**src/rtl/ula_operand_loader_if.sv**
```systemverilog
// Operand-loader bus: switch/button inputs toward the loader and the
// registered operand set toward the ULA.
//   sw        slide switches (asynchronous to clk)
//   btn_enter raw enter button (asynchronous)
//   btn_clear raw clear button (asynchronous)
//   A, B, op  operands / opcode driven to the ULA
//   valid     1 while a complete operand set is loaded
//   state     FSM state code for LEDs
// master = board/stimulus side, slave = the loader.
interface ula_operand_loader_if #(
  parameter int WIDTH = 16,
  parameter int OPW   = 2
);
  logic [WIDTH-1:0] sw;
  logic             btn_enter;
  logic             btn_clear;
  logic [WIDTH-1:0] A;
  logic [WIDTH-1:0] B;
  logic [OPW-1:0]   op;
  logic             valid;
  logic [1:0]       state;

  modport master (
    output sw, btn_enter, btn_clear,
    input  A, B, op, valid, state
  );

  modport slave (
    input  sw, btn_enter, btn_clear,
    output A, B, op, valid, state
  );
endinterface

```
**src/rtl/ula_operand_loader.sv**
```systemverilog
// Operand-entry stage for the 16-bit ULA.
// Synchronises the switches and two buttons, debounces the buttons, and
// walks A -> B -> op on each enter press. valid marks a complete set.
// Ports:
//   clk  system clock
//   rst  synchronous active-high reset
//   bus  ula_operand_loader_if.slave (sw/buttons in, A/B/op/valid/state out)

// One debouncer lane: accepts a new level only after it has been stable
// for DEBOUNCE_CYCLES consecutive cycles, and emits a one-cycle press
// pulse on each accepted rising level.
module ula_debounce #(
  parameter int DEBOUNCE_CYCLES = 1000000
) (
  input  logic clk,
  input  logic rst,
  input  logic din,     // already synchronised
  output logic level,   // debounced level
  output logic press    // one-cycle pulse on debounced rise
);
  localparam int CW = (DEBOUNCE_CYCLES > 1) ? $clog2(DEBOUNCE_CYCLES) : 1;
  localparam logic [CW-1:0] CNT_LAST = CW'(DEBOUNCE_CYCLES - 1);

  logic [CW-1:0] cnt;
  logic          level_q;

  always_ff @(posedge clk) begin
    if (rst) begin
      cnt     <= '0;
      level   <= 1'b0;
      level_q <= 1'b0;
    end else begin
      level_q <= level;
      if (din == level) begin
        cnt <= '0;
      end else if (cnt == CNT_LAST) begin
        // stable long enough: accept the new level
        level <= din;
        cnt   <= '0;
      end else begin
        cnt <= cnt + 1'b1;
      end
    end
  end

  assign press = level & ~level_q;
endmodule

module ula_operand_loader #(
  parameter int WIDTH           = 16,
  parameter int OPW             = 2,
  parameter int DEBOUNCE_CYCLES = 1000000
) (
  input logic                 clk,
  input logic                 rst,
  ula_operand_loader_if.slave bus
);
  localparam int NUM_BTN = 2;   // [0]=enter, [1]=clear

  typedef enum logic [1:0] {
    LOAD_A  = 2'b00,
    LOAD_B  = 2'b01,
    LOAD_OP = 2'b10,
    READY   = 2'b11
  } st_t;

  // 2-FF synchronisers
  logic [WIDTH-1:0]   sw_s1, sw_s2;
  logic [NUM_BTN-1:0] btn_s1, btn_s2;

  always_ff @(posedge clk) begin
    if (rst) begin
      sw_s1  <= '0;
      sw_s2  <= '0;
      btn_s1 <= '0;
      btn_s2 <= '0;
    end else begin
      sw_s1  <= bus.sw;
      sw_s2  <= sw_s1;
      btn_s1 <= {bus.btn_clear, bus.btn_enter};
      btn_s2 <= btn_s1;
    end
  end

  // debouncer lanes
  logic [NUM_BTN-1:0] btn_lvl;
  logic [NUM_BTN-1:0] btn_press;

  ula_debounce #(.DEBOUNCE_CYCLES(DEBOUNCE_CYCLES)) u_db [NUM_BTN-1:0] (
    .clk   (clk),
    .rst   (rst),
    .din   (btn_s2),
    .level (btn_lvl),
    .press (btn_press)
  );

  logic enter_p, clear_p;
  assign enter_p = btn_press[0];
  assign clear_p = btn_press[1];

  // FSM + operand registers
  st_t              st, st_nxt;
  logic [WIDTH-1:0] a_r, b_r, a_nxt, b_nxt;
  logic [OPW-1:0]   op_r, op_nxt;
  logic             valid_r, valid_nxt;

  always_ff @(posedge clk) begin
    if (rst) begin
      st      <= LOAD_A;
      a_r     <= '0;
      b_r     <= '0;
      op_r    <= '0;
      valid_r <= 1'b0;
    end else begin
      st      <= st_nxt;
      a_r     <= a_nxt;
      b_r     <= b_nxt;
      op_r    <= op_nxt;
      valid_r <= valid_nxt;
    end
  end

  // next state; clear has priority over a simultaneous enter
  always_comb begin
    st_nxt = st;
    if (clear_p) begin
      st_nxt = LOAD_A;
    end else if (enter_p) begin
      unique case (st)
        LOAD_A:  st_nxt = LOAD_B;
        LOAD_B:  st_nxt = LOAD_OP;
        LOAD_OP: st_nxt = READY;
        READY:   st_nxt = LOAD_B;   // new calculation: A reloaded now
        default: st_nxt = LOAD_A;
      endcase
    end
  end

  // operand updates; B/op survive a READY->LOAD_B restart until reloaded
  always_comb begin
    a_nxt     = a_r;
    b_nxt     = b_r;
    op_nxt    = op_r;
    valid_nxt = (st_nxt == READY);
    if (clear_p) begin
      a_nxt  = '0;
      b_nxt  = '0;
      op_nxt = '0;
    end else if (enter_p) begin
      unique case (st)
        LOAD_A:  a_nxt  = sw_s2;
        LOAD_B:  b_nxt  = sw_s2;
        LOAD_OP: op_nxt = sw_s2[OPW-1:0];
        READY:   a_nxt  = sw_s2;
        default: ;
      endcase
    end
  end

  assign bus.A     = a_r;
  assign bus.B     = b_r;
  assign bus.op    = op_r;
  assign bus.valid = valid_r;
  assign bus.state = st;
endmodule
```
**src/flat_wrapper.sv**
```systemverilog
// flat-port wrapper written by rule: the top's interface ports become plain ports
module ula_operand_loader_flat 
#(
  parameter int WIDTH           = 16,
  parameter int OPW             = 2,
  parameter int DEBOUNCE_CYCLES = 1000000
)
  (clk, rst, bus_sw, bus_btn_enter, bus_btn_clear, bus_A, bus_B, bus_op, bus_valid, bus_state);
  ula_operand_loader_if #(.WIDTH(WIDTH), .OPW(OPW)) bus_i ();
  input logic clk;
  input logic rst;
  input wire logic [$bits(bus_i.sw)-1:0] bus_sw;
  input wire logic [$bits(bus_i.btn_enter)-1:0] bus_btn_enter;
  input wire logic [$bits(bus_i.btn_clear)-1:0] bus_btn_clear;
  output wire logic [$bits(bus_i.A)-1:0] bus_A;
  output wire logic [$bits(bus_i.B)-1:0] bus_B;
  output wire logic [$bits(bus_i.op)-1:0] bus_op;
  output wire logic [$bits(bus_i.valid)-1:0] bus_valid;
  output wire logic [$bits(bus_i.state)-1:0] bus_state;
  assign bus_i.sw = bus_sw;
  assign bus_i.btn_enter = bus_btn_enter;
  assign bus_i.btn_clear = bus_btn_clear;
  assign bus_A = bus_i.A;
  assign bus_B = bus_i.B;
  assign bus_op = bus_i.op;
  assign bus_valid = bus_i.valid;
  assign bus_state = bus_i.state;
  ula_operand_loader #(.WIDTH(WIDTH), .OPW(OPW), .DEBOUNCE_CYCLES(DEBOUNCE_CYCLES)) u_core (.clk(clk), .rst(rst), .bus(bus_i));
endmodule
```
**config.mk**
```make
export PLATFORM = sky130hd
export DESIGN_NAME = ula_operand_loader_flat
export DESIGN_NICKNAME = d
export VERILOG_FILES = /design/src/rtl/ula_operand_loader_if.sv /design/src/rtl/ula_operand_loader.sv /design/src/flat_wrapper.sv
export SDC_FILE = /design/constraint.sdc
export NUM_CORES = 1
export LEC_CHECK = 0
export ABC_AREA = 1
export BUFFER_PORTS_ARGS = -buffer_cell sky130_fd_sc_hd__buf_2
export CAP_MARGIN = 0
export CORE_ASPECT_RATIO = 0.6
export CORE_MARGIN = 4
export CORE_UTILIZATION = 45
export DETAILED_ROUTE_END_ITERATION = 10
export HOLD_SLACK_MARGIN = 0.02
export PLACE_DENSITY = 0.62
export SYNTH_ARGS = -nofsm -noshare
export SYNTH_HDL_FRONTEND = slang
export SYNTH_SLANG_ARGS = --single-unit
```
**constraint.sdc**
```tcl
create_clock -name clk -period 3.5 [get_ports clk]
set_input_delay 0.175 -clock clk [delete_from_list [all_inputs] [get_ports clk]]
set_output_delay 0.175 -clock clk [all_outputs]
set_load 0.02 [all_outputs]
```
==> results of run 1 <==
sequential cells by signal, indices dropped and copies added, names as in the netlist, 2 cells and up:
| name | flops |
|---|---|
| u_core.sw_s2 | 16 |
| u_core.bus.state | 2 |
| u_core.bus.B | 16 |
| u_core.sw_s1 | 16 |
| u_core.u_db.level | 2 |
| u_core.u_db.level_q | 2 |
| u_core.btn_s2 | 2 |
| u_core.bus.op | 2 |
| u_core.btn_s1 | 2 |
| u_core.u_db.cnt | 40 |
| u_core.bus.A | 16 |
power breakdown:
part | switching [mW] | total [mW] | internal [mW]
clock network | 0.634 | 1.76 | 1.13
registers | 0.00832 | 1.36 | 1.35
logic | 0.0348 | 0.0646 | 0.0298
through the flow:
stage | total power [mW] | hold WS, ns | instances | setup slack [ns] | area, µm²
after floorplan | 1.420 | 0.2820 | 603 | 1.979 | 4576
after global placement | 1.438 | 0.3736 | 777 | 1.435 | 4926
after detailed placement | 1.439 | 0.3797 | 777 | 1.321 | 4926
after CTS | 3.220 | 0.3301 | 827 | 1.305 | 5713
after global routing | 3.296 | 0.3602 | 827 | 1.018 | 5713
final | 3.185 | 0.3309 | 827 | 1.292 | 5713
kinds of logic after synthesis:
kind of cell	count (synthesis)	share of synthesized area
xor+xnor	17	0.03254
fa+ha+maj	4	0.01094
buf+inv	93	0.08395
simple gates	312	0.2920
compound gates	60	0.06864
flops	117	0.5119
routing by layer:
layer | up-vias | track usage
met5 | - | 0
met4 | 0 | 0.07444
met3 | 14 | 0.05738
met2 | 71 | 0.2314
met1 | 1695 | 0.2571
li1 | 2021 | -
synthesized netlist by cell type:
cell type | number | area, µm²
dfxtp_1 | 117 | 2342
nor4_1 | 1 | 6.260
nand2_1 | 129 | 484.2
a21oi_1 | 47 | 235.2
or2_0 | 4 | 25.02
nand2_4 | 2 | 22.52
o21bai_1 | 1 | 7.510
nor2_4 | 3 | 33.78
xor2_1 | 11 | 96.34
nor3_1 | 3 | 15.01
and2_1 | 2 | 12.51
buf_6 | 1 | 11.26
inv_1 | 72 | 270.3
buf_1 | 1 | 3.750
clkbuf_1 | 3 | 11.26
buf_2 | 7 | 35.03
xnor2_1 | 6 | 52.55
nand3_2 | 4 | 40.04
ha_1 | 4 | 50.05
nand2_2 | 5 | 31.28
nor2_1 | 113 | 424.2
nand3_1 | 37 | 185.2
buf_4 | 5 | 37.54
nand4_1 | 3 | 18.77
a21oi_2 | 3 | 26.28
o21ai_0 | 9 | 45.04
nor2_2 | 4 | 25.02
inv_2 | 4 | 15.01
or2_2 | 2 | 12.51
final timing paths:
path | startpoint | endpoint | slack (ns) | cells after the start
worst max register to register | u_core.u_db[0].level | u_core.bus.B[5] | 1.29 | 6
worst min-delay path | rst | u_core.sw_s2[7] | 0.33 | 2
worst min register to register | u_core.sw_s1[4] | u_core.sw_s2[4] | 0.40 | 2
worst max-delay path | u_core.u_db[0].level | u_core.bus.B[5] | 1.29 | 6
area by class of cell:
cell class                 count  area, µm²
clock buffer                  18      429.2
clock inverter                14      177.7
fill                         919       4167
inverter                      76      285.3
multi-input combinational    393       1849
sequential                   117       2342
tap                          135      168.9
timing repair buffer          74      460.4
==> impl_metrics.env, run 1 <==
export IMPL_fp_row_count=28
export IMPL_slew_violations=0
export IMPL_htreeDepth=4
export IMPL_drtPass1Iterations=4
export IMPL_critPathSlowestCell="nor2_2"
export IMPL_antenna_found_initial=0
export IMPL_syn_nets=627
export IMPL_crit_path_max_fanout=20
export IMPL_clkLatencyLatePin_ns=0.40
export IMPL_cts_resized=0
export IMPL_layout_common_cells="129 x nand2_1, 117 x dfxtp_1, 113 x nor2_1"
export IMPL_hold_buffers=18
export IMPL_slowest_delay_ns=0.66
export IMPL_ant_nets=0
export IMPL_yosysSeqAreaShare=0.5119
export IMPL_port_buffers=56
export IMPL_cp_top_family="simple AND/OR/NAND/NOR gates"
export IMPL_cts_sinks=117
export IMPL_synth_cell_types=29
export IMPL_syn_to_final_growth_pct=24.86
export IMPL_critPathRequiredTime_ns=3.82
export IMPL_setup_viol=0
export IMPL_ir_drop_mv=0.3472
export IMPL_nets=703
export IMPL_wl_met2_um=3980
export IMPL_finalClockSkew_ns=0.006926
export IMPL_relSlewSlack=0.4272
export IMPL_fin_crit_ns=2.208
export IMPL_status="complete, no violations"
export IMPL_syn_area_mm2=0.004576
export IMPL_layout_commonest_cell="nand2_1"
export IMPL_cp_cell_sequence="inv_1 -> nor2_2 -> nand2_2 -> inv_2 -> nand2_1 -> a21oi_1"
export IMPL_globalRoute_totalOverflow=0
export IMPL_drtIter0Drc=209
export IMPL_clk_pin_slew_worst_paths_ns=0.06
export IMPL_grt_usage=0.1749
export IMPL_endpoint_kind="register"
export IMPL_grt_pass1_vias=3506
export IMPL_cp_data_arrival_time_ns=2.53
export IMPL_met1_length_um=5280
export IMPL_drt_wirelength_per_cell_um=11.95
export IMPL_core_mm2=0.009879
export IMPL_cp_num_buf_inv=2
export IMPL_globalplace_congestion=0.8360
export IMPL_worstSetupPathType="reg -> reg"
export IMPL_leakage_nw=2.263
export IMPL_min_path_type="in -> reg"
export IMPL_hold_viol_final=0
export IMPL_worst_slew_pin_slew_ns=0.8582
export IMPL_cap_viol_max_count=0
export IMPL_antenna_cells=0
export IMPL_dr_total_vias=3801
export IMPL_drive_gt1_frac=0.1647
export IMPL_cts_root_buf="clkbuf_16"
export IMPL_postCtsSetupBuffers=0
export IMPL_grt_max_degree=41
export IMPL_synth_warnings=0
export IMPL_ys_ff_latch=117
export IMPL_die_w_um=138.2
export IMPL_clock_path_buffers=2
export IMPL_drc_errors=0
export IMPL_synthCells=603
export IMPL_utilization=0.5783
export IMPL_wl_um=9883
export IMPL_fin_setup_tns_ns=0
export IMPL_cts_tree="built"
export IMPL_cts_buffers=17
export IMPL_met3_length_um=495
export IMPL_fin_crit_sh=0.6307
export IMPL_drt_vias_per_instance=4.596
export IMPL_start_util=0.4631
export IMPL_rsz0062_at_grt="no"
export IMPL_highest_layer="met4"
export IMPL_design_die_area_mm2=0.01190
export IMPL_avgSynthCellArea_um2=7.588
export IMPL_io_pins=57
export IMPL_grt_pass1_wl_um=16820
export IMPL_hpwl_um=6716
export IMPL_timing_fmax_mhz=453.0
export IMPL_fp_dieH_um=86.11
export IMPL_crit_path_start_kind="register"
export IMPL_power_density_mw_per_mm2=557.5
Note: power is estimated with default switching activity, not from simulation.
==> inputs of run 2 (changes only) <==
Settings changed: PLACE_DENSITY 0.62 to 0.65.
Clock period 3.5 ns to 1.8 ns, I/O delays scaled along.
==> run 2 against run 1 <==
Cell count rose by 1.1%. Sequential share of layout area fell by 0.56 points. Design area rose by 1.4%. Via count rose by 2.8%. Worst hold slack improved by 0.069 ns.
==> impl_metrics.env, run 2 (synthesized netlist as in run 1, its figures left out) <==
export IMPL_fin_crit_ns=1.508
export IMPL_critPathSlowestCell="dfxtp_1"
export IMPL_layout_common_cells="129 x nand2_1, 117 x dfxtp_1, 113 x nor2_1"
export IMPL_leakage_nw=2.306
export IMPL_grt_max_degree=40
export IMPL_hold_start="u_core.sw_s1[12]"
export IMPL_cts_tree="built"
export IMPL_cp_data_arrival_time_ns=1.79
export IMPL_crit_path_start_kind="register"
export IMPL_regMostFlops="u_core.u_db.cnt"
export IMPL_io_pins=57
export IMPL_ant_nets=0
export IMPL_fin_crit_sh=0.8379
export IMPL_drive_gt1_frac=0.1755
export IMPL_crit_path_max_fanout=20
export IMPL_cp_cell_sequence="ha_1 -> nand3_2 -> nor2_1 -> nand3_1 -> nand2_1 -> buf_12 -> a21oi_1"
export IMPL_dr_total_vias=3908
export IMPL_nFillCells=869
export IMPL_status="complete, no violations"
export IMPL_fp_dieH_um=86.11
export IMPL_antenna_cells=0
export IMPL_grt_usage=0.1778
export IMPL_globalplace_congestion=0.9348
export IMPL_die_w_um=138.2
export IMPL_utilization=0.5862
export IMPL_htreeDepth=4
export IMPL_path_depth=7
export IMPL_cts_buffers=17
export IMPL_clkLatencyLatePin_ns=0.40
export IMPL_endpoint_kind="register"
export IMPL_grt_pass1_vias=3676
export IMPL_worst_slew_pin_slew_ns=0.4164
export IMPL_slew_violations=0
export IMPL_start_util=0.4631
export IMPL_grt_pass1_wl_um=17160
export IMPL_hold_depth=2
export IMPL_stdcell_area_mm2=0.005792
export IMPL_endpoint="u_core.u_db[1].cnt[17]"
export IMPL_drt_wirelength_per_cell_um=12.18
export IMPL_port_buffers=56
export IMPL_startpoint="u_core.u_db[1].cnt[0]"
export IMPL_fin_setup_tns_ns=0
export IMPL_wl_um=10180
export IMPL_r2r_start="u_core.u_db[1].cnt[0]"
export IMPL_power_density_mw_per_mm2=1061
export IMPL_clock_path_buffers=2
export IMPL_drc_errors=0
export IMPL_hold_viol_final=0
export IMPL_ir_drop_mv=0.6582
export IMPL_setup_viol=0
export IMPL_nets=712
export IMPL_cap_viol_max_count=0
export IMPL_worstSetupPathType="reg -> reg"
export IMPL_reg2reg_depth=7
export IMPL_antenna_found_initial=0
export IMPL_drtPass1Iterations=5
export IMPL_core_mm2=0.009879
export IMPL_finalClockSkew_ns=0.007666
export IMPL_min_path_type="reg -> reg"
export IMPL_hpwl_um=6783
export IMPL_critPathRequiredTime_ns=2.09
export IMPL_fp_row_count=28
export IMPL_r2r_end="u_core.u_db[1].cnt[17]"
export IMPL_design_die_area_mm2=0.01190
export IMPL_globalRoute_totalOverflow=0
export IMPL_place_ws_ns=0.2944
export IMPL_relSlewSlack=0.7224
export IMPL_syn_to_final_growth_pct=26.58
export IMPL_cp_num_buf_inv=1
export IMPL_timing_fmax_mhz=663.0
export IMPL_rsz0062_at_grt="no"
export IMPL_place_area_mm2=0.004999
export IMPL_layout_cells_non_filler=836
export IMPL_cts_sinks=117
export IMPL_slowest_delay_ns=0.41
export IMPL_cp_top_family="simple AND/OR/NAND/NOR gates"
export IMPL_r2r_slack_ns=0.29
export IMPL_layout_commonest_cell="nand2_1"
export IMPL_drt_vias_per_instance=4.675
export IMPL_cts_root_buf="clkbuf_16"
export IMPL_finalWorstSetupSlack_ns=0.2917
export IMPL_clk_pin_slew_worst_paths_ns=0.06
export IMPL_numPlacedInstances=785
export IMPL_largest_reg_flops=40
export IMPL_drtIter0Drc=217
==> run 2: cell count changes in the layout (fill, tap and decap cells not counted), sizes merged <==
cell	change
buf	+8
bufinv	-1
clkbuf	+1
clkinv	-1
clkinvlp	+1
dlygate4sd3	+1
==> run 2: per-layer routing <==
metal | part of all wire | track usage
met5 | 0 | 0
met4 | 0.0089 | 0.06726
met3 | 0.054 | 0.05794
met2 | 0.43 | 0.2642
met1 | 0.51 | 0.2426
==> run 2: metrics by stage <==
step	hold WS (ns)	total power, mW
finish	0.3994	6.143
global route	0.4118	6.339
CTS	0.4016	6.208
detailed placement	0.2967	2.803
global placement	0.2911	2.800
floorplan	0.1970	2.762
==> run 2: area by class of cell <==
type | count | area (µm²) | share of cell area
well taps | 135 | 168.9 | 0.02916
repair buffers | 83 | 543.0 | 0.09376
multi-input cells | 393 | 1849 | 0.3193
inverters | 76 | 285.3 | 0.04925
flip-flops and latches | 117 | 2342 | 0.4044
clock inverters | 13 | 150.1 | 0.02592
clock buffers | 19 | 452.9 | 0.07820
==> run 2: worst min path at each step <==
stage and end:
6_report u_core.sw_s2[12], 5_1_grt u_core.sw_s2[14], 4_1_cts u_core.sw_s1[10], 3_5_place_dp u_core.sw_s1[2], 3_3_place_gp u_core.sw_s1[9], 2_1_floorplan u_core.btn_s1[0]
==> run 2: where the power goes <==
part	switching [mW]	total, mW	internal (mW)
registers	0.0159	2.65	2.63
logic	0.0702	0.134	0.0643
clock network	1.24	3.36	2.13
total	1.32	6.14	4.82
==> run 2: tightest hold or removal path, stage by stage (launching register included) <==
cell,delay [ns]
dfxtp_1,0.29
inv_1,0.04
nor2_1,0.03
==> run 2: timing repair <==
action / 4_1_cts / 5_1_grt
hold endpoints to repair: 20 / 0
setup buffers: 0 / 0
hold buffers: 19 / 0
resized for setup: 0 / 0
==> inputs of run 3 (changes only) <==
Settings changed: PLACE_DENSITY 0.65 to 0.62.
Clock period 1.8 ns to 1.6 ns, I/O delays scaled along.
==> run 3 against run 2 <==
Highest routed layer unchanged. Routed wire length decreased by 0.66%. Die area did not move. Via count is 1.4% lower. Utilization grew 0.44 points. Largest cell class unchanged. Fmax grew 2.8%.
==> impl_metrics.env, run 3 (synthesized netlist as in run 1, its figures left out) <==
export IMPL_numPlacedInstances=786
export IMPL_cts_sinks=117
export IMPL_drc_errors=0
export IMPL_regMostFlops="u_core.u_db.cnt"
export IMPL_antenna_cells=0
export IMPL_crit_path_max_fanout=20
export IMPL_ant_nets=0
export IMPL_clockPowerShare=0.558
export IMPL_fin_crit_ns=1.467
export IMPL_pwr_share_seq=0.420
export IMPL_timing_hold_ws_ns=0.3990
export IMPL_design_die_area_mm2=0.01190
export IMPL_layout_commonest_cell="nand2_1"
export IMPL_leakage_nw=2.340
export IMPL_grt_pass1_wl_um=17060
export IMPL_drt_wirelength_per_cell_um=12.10
export IMPL_grt_pass1_vias=3604
export IMPL_sw_frac_of_total=0.1941
export IMPL_slowest_delay_ns=0.37
export IMPL_cts_root_buf="clkbuf_16"
export IMPL_power_share_combinational=0.022
export IMPL_cp_top_family="simple AND/OR/NAND/NOR gates"
export IMPL_largest_reg_flops=40
export IMPL_endpoint_kind="register"
export IMPL_finalClockSkew_ns=0.008731
export IMPL_grt_usage=0.1785
export IMPL_fp_dieH_um=86.11
export IMPL_status="complete, no violations"
export IMPL_p_int_mw=5.709
export IMPL_drive_gt1_frac=0.1726
export IMPL_worstSetupPathType="reg -> reg"
export IMPL_clk_pin_slew_worst_paths_ns=0.05
export IMPL_fin_crit_sh=0.9166
export IMPL_core_mm2=0.009879
export IMPL_clock_path_buffers=2
export IMPL_finalWorstSetupSlack_ns=0.1335
export IMPL_crit_top_cell="nor2_1"
export IMPL_globalplace_congestion=0.8619
export IMPL_hold_viol_final=0
export IMPL_layout_common_cells="129 x nand2_1, 117 x dfxtp_1, 112 x nor2_1"
export IMPL_globalRoute_totalOverflow=0
export IMPL_dr_total_vias=3853
export IMPL_die_w_um=138.2
export IMPL_syn_to_final_growth_pct=27.54
export IMPL_fin_setup_tns_ns=0
export IMPL_drtIter0Drc=209
export IMPL_rsz0062_at_grt="no"
export IMPL_antenna_found_initial=0
export IMPL_cp_cell_sequence="ha_1 -> nand3_2 -> nor2_1 -> nand3_1 -> nand2_1 -> buf_12 -> nor2_1"
export IMPL_nets=713
export IMPL_nFillCells=893
export IMPL_critPathSlowestCell="dfxtp_1"
export IMPL_drt_vias_per_instance=4.609
export IMPL_grt_max_degree=40
export IMPL_clkLatencyLatePin_ns=0.41
export IMPL_drtPass1Iterations=6
export IMPL_place_ws_ns=0.1347
export IMPL_relSlewSlack=0.7212
export IMPL_p_sw_mw=1.375
export IMPL_min_path_type="reg -> reg"
export IMPL_power_density_mw_per_mm2=1214
export IMPL_slew_violations=0
export IMPL_cap_viol_max_count=0
export IMPL_cts_tree="built"
export IMPL_crit_path_start_kind="register"
export IMPL_critPathRequiredTime_ns=1.89
export IMPL_io_pins=57
export IMPL_htreeDepth=4
export IMPL_setup_viol=0
export IMPL_cts_buffers=17
export IMPL_wl_um=10110
export IMPL_timing_fmax_mhz=681.9
export IMPL_worst_slew_pin_slew_ns=0.4182
export IMPL_cp_data_arrival_time_ns=1.76
export IMPL_hpwl_um=6773
export IMPL_ir_drop_mv=0.7406
export IMPL_fp_row_count=28
export IMPL_port_buffers=56
export IMPL_postCtsSetupBuffers=0
export IMPL_cp_num_buf_inv=1
export IMPL_start_util=0.4631
export IMPL_layout_cells_non_filler=836
run 3: path summary, 6_finish.rpt:
path                                            start                     to  slack [ns]  cells after the start
worst max-delay path            u_core.u_db[1].cnt[1]  u_core.u_db[1].cnt[4]        0.13                      7
worst min-delay path                  u_core.sw_s1[6]        u_core.sw_s2[6]        0.40                      2
worst max register to register  u_core.u_db[1].cnt[1]  u_core.u_db[1].cnt[4]        0.13                      7
worst min register to register        u_core.sw_s1[6]        u_core.sw_s2[6]        0.40                      2
run 3: power groups by stage:
| stage | logic, mW | registers [mW] | clock network [mW] |
|---|---|---|---|
| after detailed placement | 0.120 | 3.04 | 0 |
| after global placement | 0.118 | 3.04 | 0 |
| after global routing | 0.176 | 2.98 | 4.17 |
| after CTS | 0.156 | 2.98 | 4.00 |
| after floorplan | 0.0734 | 3.03 | 0 |
| final | 0.156 | 2.98 | 3.95 |
run 3: through the flow:
stage / utilization / power, mW / cell area [µm²]
finish: 0.5907 / 7.085 / 5836
CTS: 0.5895 / 7.136 / 5824
global placement: 0.5080 / 3.155 / 5019
floorplan: - / 3.107 / 4576
global route: 0.5907 / 7.328 / 5836
detailed placement: 0.5080 / 3.158 / 5019
run 3: final cells by class:
| type | count | area, µm² | share of cell area |
|---|---|---|---|
| clock inverters | 9 | 151.4 | 0.02594 |
| clock buffers | 22 | 464.2 | 0.07955 |
| multi-input cells | 393 | 1861 | 0.3188 |
| repair buffers | 84 | 563.0 | 0.09648 |
| well taps | 135 | 168.9 | 0.02895 |
| inverters | 76 | 285.3 | 0.04889 |
| flip-flops and latches | 117 | 2342 | 0.4014 |
run 3: layer usage:
layer / share of wire / GRT usage / vias up
met2: 0.43 / 0.2593 / 91
met5: 0 / 0 / -
li1: - / - / 2032
met3: 0.053 / 0.06128 / 7
met4: 0.0055 / 0.06726 / 0
met1: 0.51 / 0.2463 / 1723
run 3: tightest hold or removal path, stage by stage (launching register included):
cell and delay [ns]:
dfxtp_1 0.29, inv_1 0.04, nor2_1 0.03
run 3: repair_timing:
action | CTS | global route
endpoints found under the hold margin | 20 | 0
endpoints found under the setup margin | 0 | 3
hold buffers | 19 | 0
gates resized for setup | 0 | 3
